<file path="src/rtl/sseg_scan_driver_if.sv">
// Display bus between the register-file display path and the scan driver.
// The master drives the digit data and controls; the slave drives the panel.
interface sseg_scan_driver_if;
    logic [31:0] hex_in;
    logic [7:0]  dp_in;
    logic [7:0]  digit_en;
    logic        blank_lz;
    logic [6:0]  sseg;
    logic [0:7]  AN;
    logic        DP;
    logic        frame_done;

    modport master (
        output hex_in, dp_in, digit_en, blank_lz,
        input  sseg, AN, DP, frame_done
    );

    modport slave (
        input  hex_in, dp_in, digit_en, blank_lz,
        output sseg, AN, DP, frame_done
    );
endinterface

</file>
<file path="src/rtl/sseg_scan_driver.sv">
// Eight-digit time-multiplexed seven-segment driver.
// A frame-aligned snapshot of the inputs is scanned out one digit per slot.
// Each slot opens with a short all-dark window to stop ghosting between
// digits. Leading zeros can optionally be blanked.
module sseg_scan_driver #(
    parameter int REFRESH_DIV = 100000,
    parameter int BLANK_CYC   = 16
) (
    input  logic              clk,
    input  logic              reset_n,
    sseg_scan_driver_if.slave bus
);
    localparam int              PW        = $clog2(REFRESH_DIV);
    localparam logic [PW-1:0]   PRESC_MAX = PW'(REFRESH_DIV - 1);
    localparam logic [PW-1:0]   BLANK_LIM = PW'(BLANK_CYC);

    // Slot timing
    logic [PW-1:0] presc_q, presc_d;
    logic [2:0]    idx_q, idx_d;
    logic          load_pending_q, load_pending_d;

    // Frame snapshot
    logic [31:0]   hex_q, hex_d;
    logic [7:0]    dp_q, dp_d;
    logic [7:0]    en_q, en_d;
    logic          blz_q, blz_d;

    // Registered panel outputs
    logic [6:0]    sseg_q, sseg_d;
    logic [7:0]    an_q, an_d;
    logic          dp_out_q, dp_out_d;
    logic          frame_done_q, frame_done_d;

    logic          tick;
    logic          load;
    logic [7:0]    nib_zero;
    logic [7:0]    upper_zero;
    logic [3:0]    cur_nib;
    logic          suppress;

    function automatic logic [6:0] hex_to_seg(input logic [3:0] nib);
        logic [6:0] seg;
        case (nib)
            4'h0: seg = 7'h40;
            4'h1: seg = 7'h79;
            4'h2: seg = 7'h24;
            4'h3: seg = 7'h30;
            4'h4: seg = 7'h19;
            4'h5: seg = 7'h12;
            4'h6: seg = 7'h02;
            4'h7: seg = 7'h78;
            4'h8: seg = 7'h00;
            4'h9: seg = 7'h10;
            4'hA: seg = 7'h08;
            4'hB: seg = 7'h03;
            4'hC: seg = 7'h46;
            4'hD: seg = 7'h21;
            4'hE: seg = 7'h06;
            default: seg = 7'h0E;
        endcase
        return seg;
    endfunction

    // Per-digit zero detect on the snapshot
    generate
        for (genvar gi = 0; gi < 8; gi++) begin : g_nib_zero
            assign nib_zero[gi] = (hex_q[4*gi +: 4] == 4'h0);
        end
    endgenerate

    // upper_zero[i]: nibbles i..7 of the snapshot are all zero
    always_comb begin
        logic run;
        run        = 1'b1;
        upper_zero = '0;
        for (int i = 7; i >= 0; i--) begin
            run           = run & nib_zero[i];
            upper_zero[i] = run;
        end
    end

    // Prescaler, digit index and frame-aligned snapshot capture
    always_comb begin
        tick           = (presc_q == PRESC_MAX);
        presc_d        = tick ? '0 : presc_q + PW'(1);
        idx_d          = tick ? idx_q + 3'd1 : idx_q;
        // The pending flag forces a capture on the first clock after reset
        // so the panel never scans a whole frame of zeroed snapshot.
        load           = load_pending_q || (tick && (idx_q == 3'd7));
        load_pending_d = 1'b0;
        hex_d          = load ? bus.hex_in   : hex_q;
        dp_d           = load ? bus.dp_in    : dp_q;
        en_d           = load ? bus.digit_en : en_q;
        blz_d          = load ? bus.blank_lz : blz_q;
        frame_done_d   = load;
    end

    // Next panel drive from the current slot position and snapshot
    always_comb begin
        cur_nib  = hex_q[{idx_q, 2'b00} +: 4];
        suppress = !en_q[idx_q] ||
                   (blz_q && (idx_q != 3'd0) && upper_zero[idx_q]);
        sseg_d   = 7'h7F;
        an_d     = 8'hFF;
        dp_out_d = 1'b1;
        if ((presc_q >= BLANK_LIM) && !suppress) begin
            an_d     = ~(8'd1 << idx_q);
            sseg_d   = hex_to_seg(cur_nib);
            dp_out_d = ~dp_q[idx_q];
        end
    end

    // State and output registers; reset forces the panel dark immediately
    always_ff @(posedge clk or negedge reset_n) begin
        if (!reset_n) begin
            presc_q        <= '0;
            idx_q          <= 3'd0;
            load_pending_q <= 1'b1;
            hex_q          <= '0;
            dp_q           <= '0;
            en_q           <= '0;
            blz_q          <= 1'b0;
            sseg_q         <= 7'h7F;
            an_q           <= 8'hFF;
            dp_out_q       <= 1'b1;
            frame_done_q   <= 1'b0;
        end else begin
            presc_q        <= presc_d;
            idx_q          <= idx_d;
            load_pending_q <= load_pending_d;
            hex_q          <= hex_d;
            dp_q           <= dp_d;
            en_q           <= en_d;
            blz_q          <= blz_d;
            sseg_q         <= sseg_d;
            an_q           <= an_d;
            dp_out_q       <= dp_out_d;
            frame_done_q   <= frame_done_d;
        end
    end

    // Digit i maps to AN[7-i]; the packed value keeps that ordering.
    assign bus.sseg       = sseg_q;
    assign bus.AN         = an_q;
    assign bus.DP         = dp_out_q;
    assign bus.frame_done = frame_done_q;
endmodule

</file>
<file path="src/flat_wrapper.sv">
// flat-port wrapper written by rule: the top's interface ports become plain ports
module sseg_scan_driver_flat 
#(
    parameter int REFRESH_DIV = 100000,
    parameter int BLANK_CYC   = 16
)
  (clk, reset_n, bus_hex_in, bus_dp_in, bus_digit_en, bus_blank_lz, bus_sseg, bus_AN, bus_DP, bus_frame_done);
  sseg_scan_driver_if bus_i ();
  input  logic clk;
  input  logic reset_n;
  input wire logic [$bits(bus_i.hex_in)-1:0] bus_hex_in;
  input wire logic [$bits(bus_i.dp_in)-1:0] bus_dp_in;
  input wire logic [$bits(bus_i.digit_en)-1:0] bus_digit_en;
  input wire logic [$bits(bus_i.blank_lz)-1:0] bus_blank_lz;
  output wire logic [$bits(bus_i.sseg)-1:0] bus_sseg;
  output wire logic [$bits(bus_i.AN)-1:0] bus_AN;
  output wire logic [$bits(bus_i.DP)-1:0] bus_DP;
  output wire logic [$bits(bus_i.frame_done)-1:0] bus_frame_done;
  assign bus_i.hex_in = bus_hex_in;
  assign bus_i.dp_in = bus_dp_in;
  assign bus_i.digit_en = bus_digit_en;
  assign bus_i.blank_lz = bus_blank_lz;
  assign bus_sseg = bus_i.sseg;
  assign bus_AN = bus_i.AN;
  assign bus_DP = bus_i.DP;
  assign bus_frame_done = bus_i.frame_done;
  sseg_scan_driver #(.REFRESH_DIV(REFRESH_DIV), .BLANK_CYC(BLANK_CYC)) u_core (.clk(clk), .reset_n(reset_n), .bus(bus_i));
endmodule
</file>
<file path="config.mk">
export PLATFORM = sky130hd
export DESIGN_NAME = sseg_scan_driver_flat
export DESIGN_NICKNAME = d
export VERILOG_FILES = /design/src/rtl/sseg_scan_driver_if.sv /design/src/rtl/sseg_scan_driver.sv /design/src/flat_wrapper.sv
export SDC_FILE = /design/constraint.sdc
export NUM_CORES = 1
export LEC_CHECK = 0
export ABC_AREA = 1
export CAP_MARGIN = 20
export CELL_PAD_IN_SITES_DETAIL_PLACEMENT = 2
export CELL_PAD_IN_SITES_GLOBAL_PLACEMENT = 2
export CORE_UTILIZATION = 32
export CTS_BUF_LIST = sky130_fd_sc_hd__clkbuf_8
export CTS_CLUSTER_SIZE = 12
export DETAILED_ROUTE_END_ITERATION = 10
export PLACE_DENSITY = 0.88
export SYNTH_ARGS = -nofsm -noshare
export SYNTH_HDL_FRONTEND = slang
export SYNTH_SLANG_ARGS = --single-unit
</file>
<file path="constraint.sdc">
create_clock -name clk -period 2.46 [get_ports clk]
set_clock_uncertainty 0.2 [all_clocks]
set_input_delay 0.492 -clock clk [delete_from_list [all_inputs] [get_ports clk]]
set_output_delay 0.492 -clock clk [all_outputs]
set_load 0.02 [all_outputs]
</file>
After elaboration in Yosys (flattened, before gate mapping). Memory sizes are Yosys's and may differ from the RTL's. Index checks and enable logic that the tools add are counted. Widths: inputs -> output; s select.

Add/sub/neg operators: 2. Order comparisons: 2. Equality and inequality tests: 2. Shift operators: 2. Mux-type cells: 10. Bitwise operators: 9. Reductions and logical operators: 17.

Operators with widths (count): $logic_not 4->1 (8); $shiftx 32x6->4 (1); $add 17x1->17 const B (1); $eq 17x17->1 const B (1); $ge 17x5->1 const B (1); $mux 17 (1); $bmux 1 s3 (3); $mux 8 (1); $not 8->8 (1); $shl 1x3->8 const A (1); $and 1x1->1 (7); $mux 7 (1); $logic_and 1x1->1 (4); $lt 3x4->1 const B (1); $mux 1 (4); $add 3x1->3 const B (1); $eq 3x3->1 const B (1); $reduce_bool 3->1 (1); $logic_not 1->1 (2); $logic_or 1x1->1 (2); $not 1->1 (1).

Flip-flop bits (word level): 87. Bits in read-only memories: 112. Input port bits: 51. Word-level logic and storage cells: 56. Memories: 1.

Memories: (name not given) (words 16, width 7, rd ports 1, clocked after memory_dff 0, wr ports 0, RTL line sseg_scan_driver.sv:43) `case (nib)`.

Logic depth before layout (Yosys ltp).
Depth after elaboration: 15. Mapped depth: 13. Depth with buffers taken out: 12.

Worst setup path before layout. No wires, ideal clock.

Path type: reg-to-reg. From: reg u_core.idx_q[0]. To: reg u_core.sseg_q[5] (netlist: u_core.bus.sseg[5]). Arrival time: 1.757 ns. Required time: 2.164 ns. Slack: 0.406 ns. Stages on the path, launching flop included: 13. Path buffers: 2. Clock period less this slack: 2.054 ns. Cell sequence: dfrtp_1 > buf_2 > buf_1 > nand2_1 > nand3_1 > nand3_1 > nand2_1 > inv_1 > ha_1 > nand3_1 > nand2_1 > nand2_1 > nand3_1.

Cells in the longest elaborated chain, start to end: 7. Elaborated cells on any way between the ends: 14. Those cells by class: shift (1); mux (5); reduce/logical (7); memory (1).

RTL lines: from (decl) (RTL line sseg_scan_driver.sv:19) `logic [2:0] idx_q, idx_d;`; from (signal assigned) (RTL line sseg_scan_driver.sv:129) `idx_q <= idx_d;`; branches (longest 6 deep; another with $mem_v2 16x7); $mux 7 (*) (RTL line sseg_scan_driver.sv:106) `if ((presc_q >= BLANK_LIM) && !suppress) begin`; via u_core.sseg_d[5] (RTL line sseg_scan_driver.sv:29) `logic [6:0] sseg_q, sseg_d;`; to (signal assigned) (RTL line sseg_scan_driver.sv:135) `sseg_q <= sseg_d;`; to (decl) (RTL line sseg_scan_driver.sv:29).

Mark *: on every way through the listed nets, which the timed path passes. The select of a mux whose other input is x is not followed. A chain may end at the register's enable or synchronous reset.

Worst setup path after layout.
From: reg u_core.dp_out_q (netlist: u_core.bus.DP). To: out bus_DP.

RTL lines: from (decl) (RTL line sseg_scan_driver.sv:31) `logic dp_out_q, dp_out_d;`; from (signal assigned) (RTL line sseg_scan_driver.sv:137) `dp_out_q <= dp_out_d;`; to (decl) (RTL line flat_wrapper.sv:17) `output wire logic [$bits(bus_i.DP)-1:0] bus_DP;`.

No word-level cell between the ends.

==> flow_metrics.py <==
metrics = {
    "layout": {
        "drive_above_1_share": 0.07880,
        "final_cell_area_mm2": 0.005799,
        "fill_cells": 1656,
        "area_growth_pct": 23.60,
        "nets": 758,
        "diodes": 0,
    },
    "logic_synthesis": {
        "synth_seq_cells": 87,
        "synth-warning-count": 0,
        "seq_area_frac_synth": 0.4685,
        "synth_area_mm2": 0.004692,
        "yosysTopAreaCellShare": 0.3733,
        "ys_top_cells_by_area": "dfrtp_1 37%, nand2_1 18%, nand3_1 12%",
        "netlist_instances": 625,
        "yosysUniqueCellTypes": 30,
        "synth_fp_nets": 690,
        "yosysTopAreaCell": "dfrtp_1",
        "syn_avg_cell_area_um2": 7.507,
    },
    "grt": {
        "grt_overflow": 0,
        "grt_pass1_wl_um": 25900,
        "antenna_found_initial": 0,
        "grt_pass1_vias": 4892,
        "grt_max_degree": 50,
        "track_usage": 0.2265,
    },
    "detailed_routing": {
        "via_per_inst": 4.986,
        "wl_um": 15690,
        "wl_per_cell_um": 17.86,
        "dr_total_vias": 4378,
        "ant_nets": 0,
        "post-route-drc-count": 0,
        "drtIter0Drc": 106,
        "drt_first_pass_iters": 4,
    },
    "die": {
        "io_pins": 68,
        "core.rowCount": 43,
        "die_area_mm2": 0.01515,
        "core_area_mm2": 0.01410,
        "die_y_um": 123.1,
        "die_w_um": 123.1,
        "start_util": 0.3329,
    },
    "status": {
        "outcome": "complete, no violations",
    },
    "timing": {
        "period_share": 0.9191,
        "worstMarginPinSlew_ps": 791.4,
        "hold_viol_final": 0,
        "maxSlewHeadroom": 0.4676,
        "whs_ps": 312.8,
        "drv_slew": 0,
        "finalSetupViolations": 0,
        "setup_tns_ps": 0,
        "finalWorstSetupSlack_ps": 199.0,
        "fmax_mhz": 442.3,
        "period_minus_slack_ps": 2261,
        "rsz0062_at_grt": "false",
    },
    "clock_tree": {
        "cts_max_level": 3,
        "cts_buffer_depth": 2,
        "clock-sinks": 87,
        "post_cts_buffers": 0,
        "cts_made_buffers": 9,
        "insertion_delay_ps": 370,
        "cts_root_buffer": "clkbuf_8",
        "cts_tree": "done",
        "clk_pin_slew_ps": 80,
    },
    "power_and_ir_drop": {
        "p_per_area_mw_per_mm2": 537.3,
        "ir_drop_v": 0.0002331,
        "fin_total_pwr_mw": 3.116,
        "leakage_nw": 2.952,
    },
    "placed_design": {
        "dp_hpwl_um": 12150,
        "place_ws_ps": 157.4,
        "gp_congestion": 0.8807,
        "placed_cell_area_mm2": 0.005589,
        "portBuffers": 67,
    },
    "setup_path": {
        "required_ps": 1770,
        "crit_arrival_ps": 1570,
        "slowest_delay_ps": 610,
        "cp_num_buf_inv": 1,
        "cp-end-kind": "primary output",
        "critPathKind": "register to primary output",
        "worstPathMaxFanout": 1,
        "cp_cell_sequence": "clkdlybuf4s50_1",
        "cp-start-kind": "register",
        "cp_slowest_cell": "clkdlybuf4s50_1",
        "path_delay_family": "buffers and inverters",
    },
    "run": {
        "max_cap_violations": 0,
    },
    "worst_hold_path": {
        "hold_class": "register to register",
    },
}
## cell usage after synthesis
| library cell | count |
|---|---|
| a211oi_1 | 1 |
| a21oi_1 | 7 |
| a21oi_2 | 1 |
| a22o_1 | 1 |
| buf_1 | 5 |
| buf_2 | 6 |
| buf_4 | 6 |
| buf_6 | 2 |
| clkbuf_1 | 6 |
| clkinv_1 | 1 |
| conb_1 | 1 |
| dfrtp_1 | 70 |
| dfstp_2 | 17 |
| ha_1 | 14 |
| inv_1 | 62 |
| inv_2 | 2 |
| mux2i_1 | 1 |
| nand2_1 | 225 |
| nand2_2 | 3 |
| nand3_1 | 112 |
| nand3_4 | 1 |
| nand4_1 | 5 |
| nor2_1 | 47 |
| nor3_1 | 7 |
| nor3_4 | 1 |
| nor4_1 | 2 |
| o211ai_1 | 1 |
| o21ai_0 | 3 |
| or2_2 | 2 |
| xor2_1 | 13 |
## sequential cells by signal (all words and copies together) (netlist names)
signal and count:
u_core.bus.frame_done 1, u_core.bus.sseg 7, u_core.idx_q 3, u_core.en_q 8
u_core.load_pending_q 1, u_core.blz_q 1, u_core.bus.AN 8, u_core.dp_q 8
u_core.presc_q 17, u_core.bus.DP 1, u_core.hex_q 32
## worst reg2reg max path: cells and delay by family, from the launching register on
| family | cells | cell delay, ps |
|---|---|---|
| AND/OR/NAND/NOR | 6 | 590 |
| AO/OA/AOI/OAI | 1 | 420 |
| flip-flops | 1 | 400 |
| adder cells (fa/ha/maj) | 1 | 280 |
| buffers and inverters | 1 | 220 |
## final cells by class
| class | instances | area (µm²) | share of cell area |
|---|---|---|---|
| clock buffers | 11 | 151.4 | 0.02611 |
| clock inverters | 5 | 45.04 | 0.007767 |
| inverters | 65 | 247.7 | 0.04272 |
| multi-input cells | 448 | 2111 | 0.3640 |
| flip-flops and latches | 87 | 2198 | 0.3791 |
| well taps | 180 | 225.2 | 0.03883 |
| repair buffers | 82 | 820.8 | 0.1415 |
## cell families (layout without fill, tap and decap cells)
group	count (synthesis)	count (layout)	synth area share
other	1	1	0.0007992
muxes	1	1	0.002133
DFF	87	87	0.4685
and+or+nand+nor	405	405	0.3677
adders and majority gates	14	14	0.03733
xor gates and xnor gates	13	13	0.02427
AOI/OAI and AO/OA	14	14	0.01760
buffers and inverters	90	163	0.08160
## worst paths after layout
kind | start | endpoint | slack, ps | depth (start not counted)
worst max-delay path | u_core.bus.DP | bus_DP | 200 | 1
worst min-delay path | u_core.presc_q[2] | u_core.presc_q[2] | 310 | 1
worst max register to register | u_core.idx_q[1] | u_core.bus.sseg[5] | 260 | 9
worst min register to register | u_core.presc_q[2] | u_core.presc_q[2] | 310 | 1
max in group asynchronous | reset_n | u_core.bus.sseg[1] | 1000 | 3
min in group asynchronous | reset_n | u_core.idx_q[0] | 390 | 2
## metal layers
| metal | up-vias | global-route usage | wire length, µm |
|---|---|---|---|
| li1 | 2091 | - | - |
| met1 | 2209 | 0.2956 | 7174 |
| met2 | 61 | 0.3929 | 7974 |
| met3 | 17 | 0.02860 | 323 |
| met4 | 0 | 0.06401 | 212 |
| met5 | - | 0 | 0 |
## where the power goes
| part | switching [mW] | internal, mW | total [mW] | leakage [nW] |
|---|---|---|---|---|
| Combinational | 0.276 | 0.206 | 0.482 | 1.79 |
| Sequential | 0.0709 | 1.53 | 1.60 | 1.05 |
| Clock | 0.518 | 0.512 | 1.03 | 0.115 |
| Total | 0.865 | 2.25 | 3.12 | 2.95 |
## timing repair
action | in CTS | in global routing
setup endpoints to repair | 0 | 6
hold buffers | 1 | 0
resized for setup | 0 | 1
hold endpoints to repair | 22 | 0
## through the flow
step	instances	utilization
after floorplan	625	-
after global placement	861	0.3965
after detailed placement	861	0.3965
after CTS	878	0.4111
after global routing	878	0.4114
final	878	0.4114
## cell usage in the layout (no fill, tap or decap)
cell type / n
a211oi_1: 1
a21oi_1: 7
a21oi_2: 1
a22o_1: 1
buf_12: 3
buf_4: 12
bufinv_16: 1
clkbuf_8: 11
clkdlybuf4s50_1: 66
clkinvlp_4: 1
conb_1: 1
dfrtp_1: 70
dfstp_2: 17
dlygate4sd3_1: 1
ha_1: 14
inv_1: 66
inv_2: 2
mux2i_1: 1
nand2_1: 225
nand2_2: 3
nand3_1: 112
nand3_4: 1
nand4_1: 5
nor2_1: 47
nor3_1: 7
nor3_4: 1
nor4_1: 2
o211ai_1: 1
o21ai_0: 3
or2_2: 2
xor2_1: 13
Power figures use the tool's default switching activity.
